### config.mk
export PLATFORM = sky130hd
export DESIGN_NAME = fft_bin_writer_flat
export DESIGN_NICKNAME = d
export VERILOG_FILES = /design/src/rtl/fft_mem_pkg.sv /design/src/rtl/fft_bin_writer_if.sv /design/src/rtl/fft_bin_writer_sat_shift.sv /design/src/rtl/fft_bin_writer.sv /design/src/flat_wrapper.sv
export SDC_FILE = /design/constraint.sdc
export NUM_CORES = 1
export LEC_CHECK = 0
export CAP_MARGIN = 30
export CORE_MARGIN = 8
export CORE_UTILIZATION = 45
export CTS_BUF_LIST = sky130_fd_sc_hd__clkbuf_4 sky130_fd_sc_hd__clkbuf_8
export DETAILED_ROUTE_END_ITERATION = 10
export GPL_ROUTABILITY_DRIVEN = 0
export PLACE_DENSITY = 0.87
export SLEW_MARGIN = 30
export SYNTH_ARGS = -nofsm -noshare
export SYNTH_HDL_FRONTEND = slang
export SYNTH_SLANG_ARGS = --single-unit
### constraint.sdc
create_clock -name clk -period 1.9 [get_ports clk]
set_input_delay 0.38 -clock clk [delete_from_list [all_inputs] [get_ports clk]]
set_output_delay 0.38 -clock clk [all_outputs]
set_load 0.02 [all_outputs]
### src/rtl/fft_mem_pkg.sv
// Geometry of the FFT result memory shared by fft_bin_writer and find_freq.
package fft_mem_pkg;

  localparam int N_BINS      = 512;
  localparam int IMAG_OFFSET = 1024;
  localparam int DATA_W      = 10;
  localparam int ADDR_W      = 11;

  typedef logic signed [DATA_W-1:0] mem_data_t;
  typedef logic [ADDR_W-1:0]        mem_addr_t;

endpackage

### src/rtl/fft_bin_writer_if.sv
// Bin stream, frame control and memory write port of fft_bin_writer.
interface fft_bin_writer_if #(
  parameter int IN_W = 16
) ();

  // in_valid/in_ready: a beat transfers on a rising clk edge where both are
  // high; while in_valid is high and in_ready low, upstream holds in_re,
  // in_im and in_last stable. in_ready never depends combinationally on
  // in_valid.
  logic                              start;
  logic                              in_valid;
  logic                              in_ready;
  logic signed [IN_W-1:0]            in_re;
  logic signed [IN_W-1:0]            in_im;
  logic                              in_last;
  logic [fft_mem_pkg::ADDR_W-1:0]    mem_addr;
  logic signed [fft_mem_pkg::DATA_W-1:0] mem_wdata;
  logic                              mem_we;
  logic                              busy;
  logic                              frame_done;
  logic                              len_err;

  modport master (
    output start, in_valid, in_re, in_im, in_last,
    input  in_ready, mem_addr, mem_wdata, mem_we, busy, frame_done, len_err
  );

  modport slave (
    input  start, in_valid, in_re, in_im, in_last,
    output in_ready, mem_addr, mem_wdata, mem_we, busy, frame_done, len_err
  );

endinterface

### src/rtl/fft_bin_writer_sat_shift.sv
// Arithmetic right shift (floor) followed by clamp to a narrower signed range.
module sat_shift #(
  parameter int IN_W   = 16,
  parameter int DATA_W = 10,
  parameter int SHIFT  = 6
) (
  input  logic signed [IN_W-1:0]   x,
  output logic signed [DATA_W-1:0] y
);

  localparam logic signed [IN_W-1:0] MAX_V = IN_W'(2 ** (DATA_W - 1) - 1);
  localparam logic signed [IN_W-1:0] MIN_V = IN_W'(-(2 ** (DATA_W - 1)));

  logic signed [IN_W-1:0] shifted;

  always_comb begin
    shifted = x >>> SHIFT;
    if (shifted > MAX_V) begin
      y = MAX_V[DATA_W-1:0];
    end else if (shifted < MIN_V) begin
      y = MIN_V[DATA_W-1:0];
    end else begin
      y = shifted[DATA_W-1:0];
    end
  end

endmodule

### src/rtl/fft_bin_writer.sv
// Writes a frame of saturated complex FFT bins into the find_freq memory:
// real part at bin, imaginary part at bin+IMAG_OFFSET, then pulses frame_done.
module fft_bin_writer
  import fft_mem_pkg::*;
#(
  parameter int IN_W  = 16,
  parameter int SHIFT = 6
) (
  input  logic            clk,
  input  logic            rst,
  fft_bin_writer_if.slave bus,
  output logic [2:0]      dbg_state
);

  typedef enum logic [2:0] {
    S_IDLE    = 3'd0,
    S_ARMED   = 3'd1,
    S_WR_RE   = 3'd2,
    S_WR_IM   = 3'd3,
    S_FILL_RE = 3'd4,
    S_FILL_IM = 3'd5,
    S_DRAIN   = 3'd6,
    S_DONE    = 3'd7
  } state_e;

  localparam mem_addr_t LAST_BIN  = ADDR_W'(N_BINS - 1);
  localparam mem_addr_t IMAG_BASE = ADDR_W'(IMAG_OFFSET);

  state_e    state_q, state_d;
  mem_addr_t bin_q, bin_d;
  mem_data_t re_q, re_d;
  mem_data_t im_q, im_d;
  logic      last_q, last_d;
  logic      in_ready_q, in_ready_d;
  logic      mem_we_q, mem_we_d;
  mem_addr_t mem_addr_q, mem_addr_d;
  mem_data_t mem_wdata_q, mem_wdata_d;
  logic      busy_q, busy_d;
  logic      frame_done_q, frame_done_d;
  logic      len_err_q, len_err_d;

  mem_data_t re_sat;
  mem_data_t im_sat;
  logic      accept;

  sat_shift #(.IN_W(IN_W), .DATA_W(DATA_W), .SHIFT(SHIFT)) u_sat_re (
    .x (bus.in_re),
    .y (re_sat)
  );

  sat_shift #(.IN_W(IN_W), .DATA_W(DATA_W), .SHIFT(SHIFT)) u_sat_im (
    .x (bus.in_im),
    .y (im_sat)
  );

  assign accept = bus.in_valid && in_ready_q;

  always_comb begin
    state_d   = state_q;
    bin_d     = bin_q;
    re_d      = re_q;
    im_d      = im_q;
    last_d    = last_q;
    len_err_d = len_err_q;

    case (state_q)
      S_IDLE: begin
        if (bus.start) begin
          state_d   = S_ARMED;
          bin_d     = '0;
          len_err_d = 1'b0;
        end
      end
      S_ARMED: begin
        if (accept) begin
          re_d    = re_sat;
          im_d    = im_sat;
          last_d  = bus.in_last;
          state_d = S_WR_RE;
        end
      end
      S_WR_RE: state_d = S_WR_IM;
      S_WR_IM: begin
        if (bin_q == LAST_BIN) begin
          if (last_q) begin
            state_d = S_DONE;
          end else begin
            len_err_d = 1'b1;
            state_d   = S_DRAIN;
          end
        end else begin
          bin_d = bin_q + ADDR_W'(1);
          if (last_q) begin
            // Upstream ended early: zero the rest of the frame so find_freq
            // never scans stale bins from a previous frame.
            len_err_d = 1'b1;
            state_d   = S_FILL_RE;
          end else begin
            state_d = S_ARMED;
          end
        end
      end
      S_FILL_RE: state_d = S_FILL_IM;
      S_FILL_IM: begin
        if (bin_q == LAST_BIN) begin
          state_d = S_DONE;
        end else begin
          bin_d   = bin_q + ADDR_W'(1);
          state_d = S_FILL_RE;
        end
      end
      S_DRAIN: begin
        if (accept && bus.in_last) begin
          state_d = S_DONE;
        end
      end
      S_DONE:  state_d = S_IDLE;
      default: state_d = S_IDLE;
    endcase

    // Outputs are registered, so they are decoded from the next state.
    in_ready_d   = (state_d == S_ARMED) || (state_d == S_DRAIN);
    busy_d       = (state_d != S_IDLE) && (state_d != S_DONE);
    frame_done_d = (state_d == S_DONE);
    mem_we_d     = 1'b0;
    mem_addr_d   = '0;
    mem_wdata_d  = '0;

    case (state_d)
      S_WR_RE: begin
        mem_we_d    = 1'b1;
        mem_addr_d  = bin_d;
        mem_wdata_d = re_d;
      end
      S_WR_IM: begin
        mem_we_d    = 1'b1;
        mem_addr_d  = bin_d + IMAG_BASE;
        mem_wdata_d = im_d;
      end
      S_FILL_RE: begin
        mem_we_d   = 1'b1;
        mem_addr_d = bin_d;
      end
      S_FILL_IM: begin
        mem_we_d   = 1'b1;
        mem_addr_d = bin_d + IMAG_BASE;
      end
      default: begin
      end
    endcase
  end

  always_ff @(posedge clk) begin
    if (rst) begin
      state_q      <= S_IDLE;
      bin_q        <= '0;
      re_q         <= '0;
      im_q         <= '0;
      last_q       <= 1'b0;
      in_ready_q   <= 1'b0;
      mem_we_q     <= 1'b0;
      mem_addr_q   <= '0;
      mem_wdata_q  <= '0;
      busy_q       <= 1'b0;
      frame_done_q <= 1'b0;
      len_err_q    <= 1'b0;
    end else begin
      state_q      <= state_d;
      bin_q        <= bin_d;
      re_q         <= re_d;
      im_q         <= im_d;
      last_q       <= last_d;
      in_ready_q   <= in_ready_d;
      mem_we_q     <= mem_we_d;
      mem_addr_q   <= mem_addr_d;
      mem_wdata_q  <= mem_wdata_d;
      busy_q       <= busy_d;
      frame_done_q <= frame_done_d;
      len_err_q    <= len_err_d;
    end
  end

  assign bus.in_ready   = in_ready_q;
  assign bus.mem_we     = mem_we_q;
  assign bus.mem_addr   = mem_addr_q;
  assign bus.mem_wdata  = mem_wdata_q;
  assign bus.busy       = busy_q;
  assign bus.frame_done = frame_done_q;
  assign bus.len_err    = len_err_q;
  assign dbg_state      = state_q;

endmodule

### src/flat_wrapper.sv
// flat-port wrapper written by rule: the top's interface ports become plain ports
module fft_bin_writer_flat import fft_mem_pkg::*;
#(
  parameter int IN_W  = 16,
  parameter int SHIFT = 6
)
  (clk, rst, dbg_state, bus_start, bus_in_valid, bus_in_re, bus_in_im, bus_in_last, bus_in_ready, bus_mem_addr, bus_mem_wdata, bus_mem_we, bus_busy, bus_frame_done, bus_len_err);
  fft_bin_writer_if #(.IN_W(IN_W)) bus_i ();
  input  logic clk;
  input  logic rst;
  output logic [2:0] dbg_state;
  input wire logic [$bits(bus_i.start)-1:0] bus_start;
  input wire logic [$bits(bus_i.in_valid)-1:0] bus_in_valid;
  input wire logic [$bits(bus_i.in_re)-1:0] bus_in_re;
  input wire logic [$bits(bus_i.in_im)-1:0] bus_in_im;
  input wire logic [$bits(bus_i.in_last)-1:0] bus_in_last;
  output wire logic [$bits(bus_i.in_ready)-1:0] bus_in_ready;
  output wire logic [$bits(bus_i.mem_addr)-1:0] bus_mem_addr;
  output wire logic [$bits(bus_i.mem_wdata)-1:0] bus_mem_wdata;
  output wire logic [$bits(bus_i.mem_we)-1:0] bus_mem_we;
  output wire logic [$bits(bus_i.busy)-1:0] bus_busy;
  output wire logic [$bits(bus_i.frame_done)-1:0] bus_frame_done;
  output wire logic [$bits(bus_i.len_err)-1:0] bus_len_err;
  assign bus_i.start = bus_start;
  assign bus_i.in_valid = bus_in_valid;
  assign bus_i.in_re = bus_in_re;
  assign bus_i.in_im = bus_in_im;
  assign bus_i.in_last = bus_in_last;
  assign bus_in_ready = bus_i.in_ready;
  assign bus_mem_addr = bus_i.mem_addr;
  assign bus_mem_wdata = bus_i.mem_wdata;
  assign bus_mem_we = bus_i.mem_we;
  assign bus_busy = bus_i.busy;
  assign bus_frame_done = bus_i.frame_done;
  assign bus_len_err = bus_i.len_err;
  fft_bin_writer #(.IN_W(IN_W), .SHIFT(SHIFT)) u_core (.clk(clk), .rst(rst), .bus(bus_i), .dbg_state(dbg_state));
endmodule
# Yosys cells after proc, flatten, opt, wreduce, memory -nomap -nowiden
# Cells that the tools add are included.
dict set report totals {
  ff_bits 61
  input_bits 37
  word_cells 77
}
dict set report classes {
  n_reduce_logical 13
  add_sub_neg 2
  mux 27
  n_eq_ne 19
  magnitude_cmp 4
}
# op count
set op_table {}
lappend op_table {{$mux 10} 8}
lappend op_table {{$pmux 11 s2} 2}
lappend op_table {{$eq 3x3->1 const B} 8}
lappend op_table {{$pmux 3 s8} 1}
lappend op_table {{$mux 11} 2}
lappend op_table {{$gt 10x10->1 const B} 2}
lappend op_table {{$lt 10x10->1 const B} 2}
lappend op_table {{$pmux 10 s2} 1}
lappend op_table {{$mux 3} 5}
lappend op_table {{$eq 3x2->1 const B} 4}
lappend op_table {{$add 11x1->11 const B} 1}
lappend op_table {{$add 11x11->11 const B} 1}
lappend op_table {{$eq 11x9->1 const B} 1}
lappend op_table {{$eq 3x1->1 const B} 2}
lappend op_table {{$mux 1} 6}
lappend op_table {{$ne 3x3->1 const B} 2}
lappend op_table {{$reduce_or 2->1} 3}
lappend op_table {{$reduce_and 4->1} 1}
lappend op_table {{$reduce_or 4->1} 1}
lappend op_table {{$logic_and 1x1->1} 3}
lappend op_table {{$logic_not 3->1} 1}
lappend op_table {{$ne 3x1->1 const B} 1}
lappend op_table {{$reduce_bool 3->1} 1}
lappend op_table {{$mux 2} 1}
lappend op_table {{5 further kinds} 5}

# Depth between registers and ports, before layout
dict set report depth {
  depth_word 7
  mapped_depth 8
}

# Modules after synthesis
# A second synthesis with hierarchy kept.
dict set report hier_totals {
  hier_cells 320
  area_unflattened_um2 2725.1
}
# mod area_per_inst_um2 instances cells_per_inst
set by_module_without_submodules {}
lappend by_module_without_submodules {fft_bin_writer 2650.0 1 300}
lappend by_module_without_submodules {sat_shift 37.5 2 10}

# Worst setup path after synthesis
# OpenSTA, ideal clock, no wires.
dict set report synth_timing {
  path_kind {reg2reg}
  startpoint {register u_core.state_q[2], in the netlist u_core.dbg_state[2]}
  endpoint {register u_core.mem_addr_q[10], in the netlist u_core.bus.mem_addr[10]}
  setup_ns 0.091
  path_stages_with_launch 7
  t_arrival_ns 1.804
  path_slack_ns 0.005
  n_path_buf 1
  t_required_ns 1.809
  period_less_slack_ns 1.895
  path_cell_list {dfxtp_1 -> buf_2 -> xnor2_1 -> nor2_1 -> a221oi_1 -> nand4_4 -> a311oi_1}
}
dict set report synth_via {
  elab_chain_cells 5
  elab_cells_between_ends 22
  classes_between {1 x add/sub; 11 x eq/ne; 6 x mux; 4 x reduce/logical}
}
# element line
set synth_lines {}
lappend synth_lines {{start: declaration} fft_bin_writer.sv:29} ;# state_e state_q, state_d;
lappend synth_lines {{start signal: assignment} fft_bin_writer.sv:168} ;# state_q <= state_d;
lappend synth_lines {{$eq 3x2->1, or another cell as far along} fft_bin_writer.sv:66} ;# case (state_q)
lappend synth_lines {{$reduce_or 2->1 (no line) / $pmux 3 s8 (equally long branches)} -}
lappend synth_lines {{$pmux 11 s2, or another cell as far along} fft_bin_writer.sv:66}
lappend synth_lines {{$add 11x11->11 / $reduce_or 2->1 (equally long branches)} -}
lappend synth_lines {{$pmux 11 s2 (*)} fft_bin_writer.sv:129} ;# case (state_d)
lappend synth_lines {{end signal: assignment} fft_bin_writer.sv:175} ;# mem_addr_q <= mem_addr_d;
lappend synth_lines {{end: declaration} fft_bin_writer.sv:36} ;# mem_addr_t mem_addr_q, mem_addr_d;
# Mark *: on every way between the ends. The rest lies on a longest branch, timed or not.
# A chain may end at the register's enable or synchronous reset.

# Worst setup path after layout
dict set report layout_timing {
  startpoint {register u_core.bin_q[8]}
  endpoint {register u_core.mem_addr_q[5], in the netlist u_core.bus.mem_addr[5]}
}
dict set report layout_via {
  elab_chain_cells 6
  elab_cells_between_ends 14
  classes_between {1 x add/sub; 5 x eq/ne; 6 x mux; 2 x reduce/logical}
}
# element line
set layout_lines {}
lappend layout_lines {{start: declaration} fft_bin_writer.sv:30} ;# mem_addr_t bin_q, bin_d;
lappend layout_lines {{start signal: assignment} fft_bin_writer.sv:169} ;# bin_q <= bin_d;
lappend layout_lines {{$eq 11x9->1 (*)} {fft_bin_writer.sv:84, fft_bin_writer.sv:105}}
lappend layout_lines {{parallel branches: the longest is 4 deep, another holds $add 11x11->11} -}
lappend layout_lines {{$pmux 11 s2 (*)} fft_bin_writer.sv:129}
# Mark *: on every way between the ends.

==> flow_metrics.env <==
export IMPL_maxCapViolCount=0
export IMPL_initial_core_util=0.466
export IMPL_syn_to_final_growth_pct=47.2
export IMPL_drive_above_1_share=0.249
export IMPL_routed_wl_um=6980
export IMPL_setup_viol=12
export IMPL_design_die_area_mm2=0.00833
export IMPL_worstPathRequired_ps=2170
export IMPL_cts_buffer_depth=2
export IMPL_critPathCaptureType="flip-flop"
export IMPL_track_usage=0.172
export IMPL_cts_tree="built"
export IMPL_synth_seq_area_share=0.479
export IMPL_syn_area_mm2=0.00255
export IMPL_synthDistinctLibCells=53
export IMPL_top_usage_layer="met2"
export IMPL_synth_edf_count=0
export IMPL_overflow=0
export IMPL_cp_start_kind="flip-flop"
export IMPL_num_antenna_cells=0
export IMPL_synth_most_common_cell="dfxtp_1"
export IMPL_hold_depth=2
export IMPL_p_comb_frac=0.087
export IMPL_p_seq_frac=0.452
export IMPL_yosys_top_cells_count="dfxtp_1, nand2_1, a21oi_1"
export IMPL_met2_usage=0.286
export IMPL_worst_clock_skew_ps=8.85
export IMPL_p_int_mw=2.26
export IMPL_yosys_top_cells_area="dfxtp_1, nand2_1, a21oi_1"
export IMPL_grt_use_met3=0.0436
export IMPL_dp_hpwl_um=4770
export IMPL_synth_nets=315
export IMPL_fin_crit_ps=1940
export IMPL_synth_top_cell_area_share=0.479
export IMPL_drtIter0Drc=217
export IMPL_rsz0062_at_grt="true"
export IMPL_cts_sinks=61
export IMPL_finalHoldViolations=0
export IMPL_vias=2429
export IMPL_dieHeight_um=91.3
export IMPL_ir_drop_uv=452
export IMPL_relSlewSlack=0.417
export IMPL_synth_ff_type="dfxtp_1"
export IMPL_netlist_instances=277
export IMPL_startpoint="u_core.bin_q[8]$_SDFF_PP0_"
export IMPL_worstHoldPathType="reg2reg"
export IMPL_status="complete, but fails checks"
export IMPL_row_count=27
export IMPL_drv_slew=0
export IMPL_reg2reg_depth=6
export IMPL_path_class="reg2reg"
export IMPL_grt_pass1_vias=2490
export IMPL_swShare=0.221
export IMPL_port_buffers=53
export IMPL_wl_per_cell_um=16.0
export IMPL_power_density_mw_per_mm2=773
export IMPL_synth_top_area_cell="dfxtp_1"
export IMPL_ant_nets=0
export IMPL_worst_path_max_fanout=5
export IMPL_cts_made_buffers=9
export IMPL_arrival_ps=2210
export IMPL_coreArea_mm2=0.00547
export IMPL_grt_pass1_wl_um=11900
export IMPL_ys_warn_count=0
export IMPL_setup_ws_ps=-40.0
export IMPL_synth_area_per_cell_um2=9.20
export IMPL_synth_seq_cells=61
export IMPL_cts_root_buf="clkbuf_8"
export IMPL_gr_usage_met1=0.204
export IMPL_p_sw_uw=642
export IMPL_drc=0
export IMPL_nets=399
export IMPL_tightest_slew_ps=871
export IMPL_antenna_found_initial=0
export IMPL_fmax_mhz=515
export IMPL_postLayoutCoreUtil=0.686
export IMPL_dieWidth_um=91.3
export IMPL_clkTransAtPathRegs_ps=70
export IMPL_worst_r2r_startpoint="u_core.bin_q[8]$_SDFF_PP0_"
export IMPL_first_pass_iters=4
export IMPL_fin_area_mm2=0.00375
export IMPL_place_area_mm2=0.00339
export IMPL_htree_levels=3
export IMPL_vias_per_cell=5.56
export IMPL_fillers=405
export IMPL_clkPwrFrac=0.462
export IMPL_insertion_delay_ps=330
export IMPL_grt_max_degree=42
export IMPL_synthArstFlopShare=0
export IMPL_violations="setup timing"
export IMPL_min_period_over_period=1.02
export IMPL_p_leak_nw=1.33
export IMPL_io_pins=66
export IMPL_min_delay_start="u_core.re_q[4]$_SDFF_PP0_"
[state kept, by name (all words and copies together), names as in the netlist, 3 cells and up]
register              flops
u_core.bus.mem_addr      11
u_core.re_q              10
u_core.dbg_state          3
u_core.im_q              10
u_core.bin_q             11
u_core.bus.mem_wdata     10
[worst paths after layout]
path	endpoint	slack, ps
max reg2reg	u_core.bus.mem_addr[5]$_SDFF_PP0_	-40
max	u_core.bus.mem_addr[5]$_SDFF_PP0_	-40
min reg2reg	u_core.re_q[4]$_SDFF_PP0_	460
min	u_core.re_q[4]$_SDFF_PP0_	460
[power groups by stage]
stage / Sequential [mW] / Combinational, mW / Clock, mW
after global routing: 1.31 / 0.273 / 1.42
after CTS: 1.31 / 0.246 / 1.35
after detailed placement: 1.34 / 0.241 / 0
after global placement: 1.34 / 0.236 / 0
after floorplan: 1.35 / 0.107 / 0
final: 1.31 / 0.252 / 1.34
[worst max-delay path: stages, from the launching register on]
cell      delay (ps)
dfxtp_2          340
or3b_4           410
or4_4            550
nand3_4          130
nand4_4          160
buf_6            180
a21boi_2         110
[repair_timing]
action,4_1_cts,5_1_grt
gates resized for setup,18,8
buffers inserted,3,2
pin swaps,8,6
hold buffers,0,0
endpoints found under the setup margin,19,19
[kinds of logic after synthesis]
| family | Yosys count | share of synthesized area |
|---|---|---|
| XOR/XNOR | 1 | 0.00344 |
| buffers and inverters | 25 | 0.0432 |
| adder cells (fa/ha/maj) | 1 | 0.00491 |
| AND/OR/NAND/NOR | 98 | 0.198 |
| AO/OA/AOI/OAI | 91 | 0.271 |
| flip-flops | 61 | 0.479 |
[cells in the final DEF, fill, tap and decap left out, types with 3 or more instances in the layout]
master | netlist | layout
a211oi_1 | 4 | 4
a21boi_2 | 9 | 9
a21o_1 | 3 | 3
a21oi_1 | 29 | 27
a21oi_2 | 1 | 3
a311oi_1 | 7 | 7
a31oi_1 | 4 | 4
a32o_1 | 10 | 10
a41oi_1 | 3 | 3
and3_1 | 5 | 5
buf_12 | 0 | 3
buf_4 | 0 | 34
buf_6 | 1 | 4
clkbuf_8 | 0 | 12
clkdlybuf4s50_1 | 0 | 51
dfxtp_1 | 61 | 58
dfxtp_2 | 0 | 3
inv_1 | 4 | 4
nand2_1 | 51 | 51
nand4_1 | 4 | 4
nor2_1 | 11 | 10
nor3_1 | 5 | 4
o21ai_0 | 4 | 4
[cell type report]
| type | instances | area [um^2] | area share |
|---|---|---|---|
| clock buffer | 12 | 165 | 0.0440 |
| clock inverter | 3 | 67.6 | 0.0180 |
| inverter | 4 | 15.0 | 0.00400 |
| multi-input combinational | 191 | 1300 | 0.347 |
| sequential | 61 | 1220 | 0.326 |
| tap | 72 | 90.1 | 0.0240 |
| timing repair buffer | 94 | 888 | 0.237 |
[layer usage]
metal,vias to the layer above,routed length (um),share of wire
li1,1180,-,-
met5,-,0,0
met4,0,87,0.012
met1,1154,2880,0.41
met2,88,3540,0.51
met3,7,469,0.067
[through the flow]
step                TNS [ps]  power (mW)  std cells  setup WS [ps]  hold WS, ps
CTS                     -213        2.90        435          -32.3          466
global route           -1110        3.01        437           -119          496
detailed placement     -8470        1.58        417           -405          457
floorplan                  0        1.45        277           4.70          440
finish                  -333        2.90        437          -40.0          463
global placement       -6860        1.57        417           -337          446
Power figures use the tool's default switching activity.
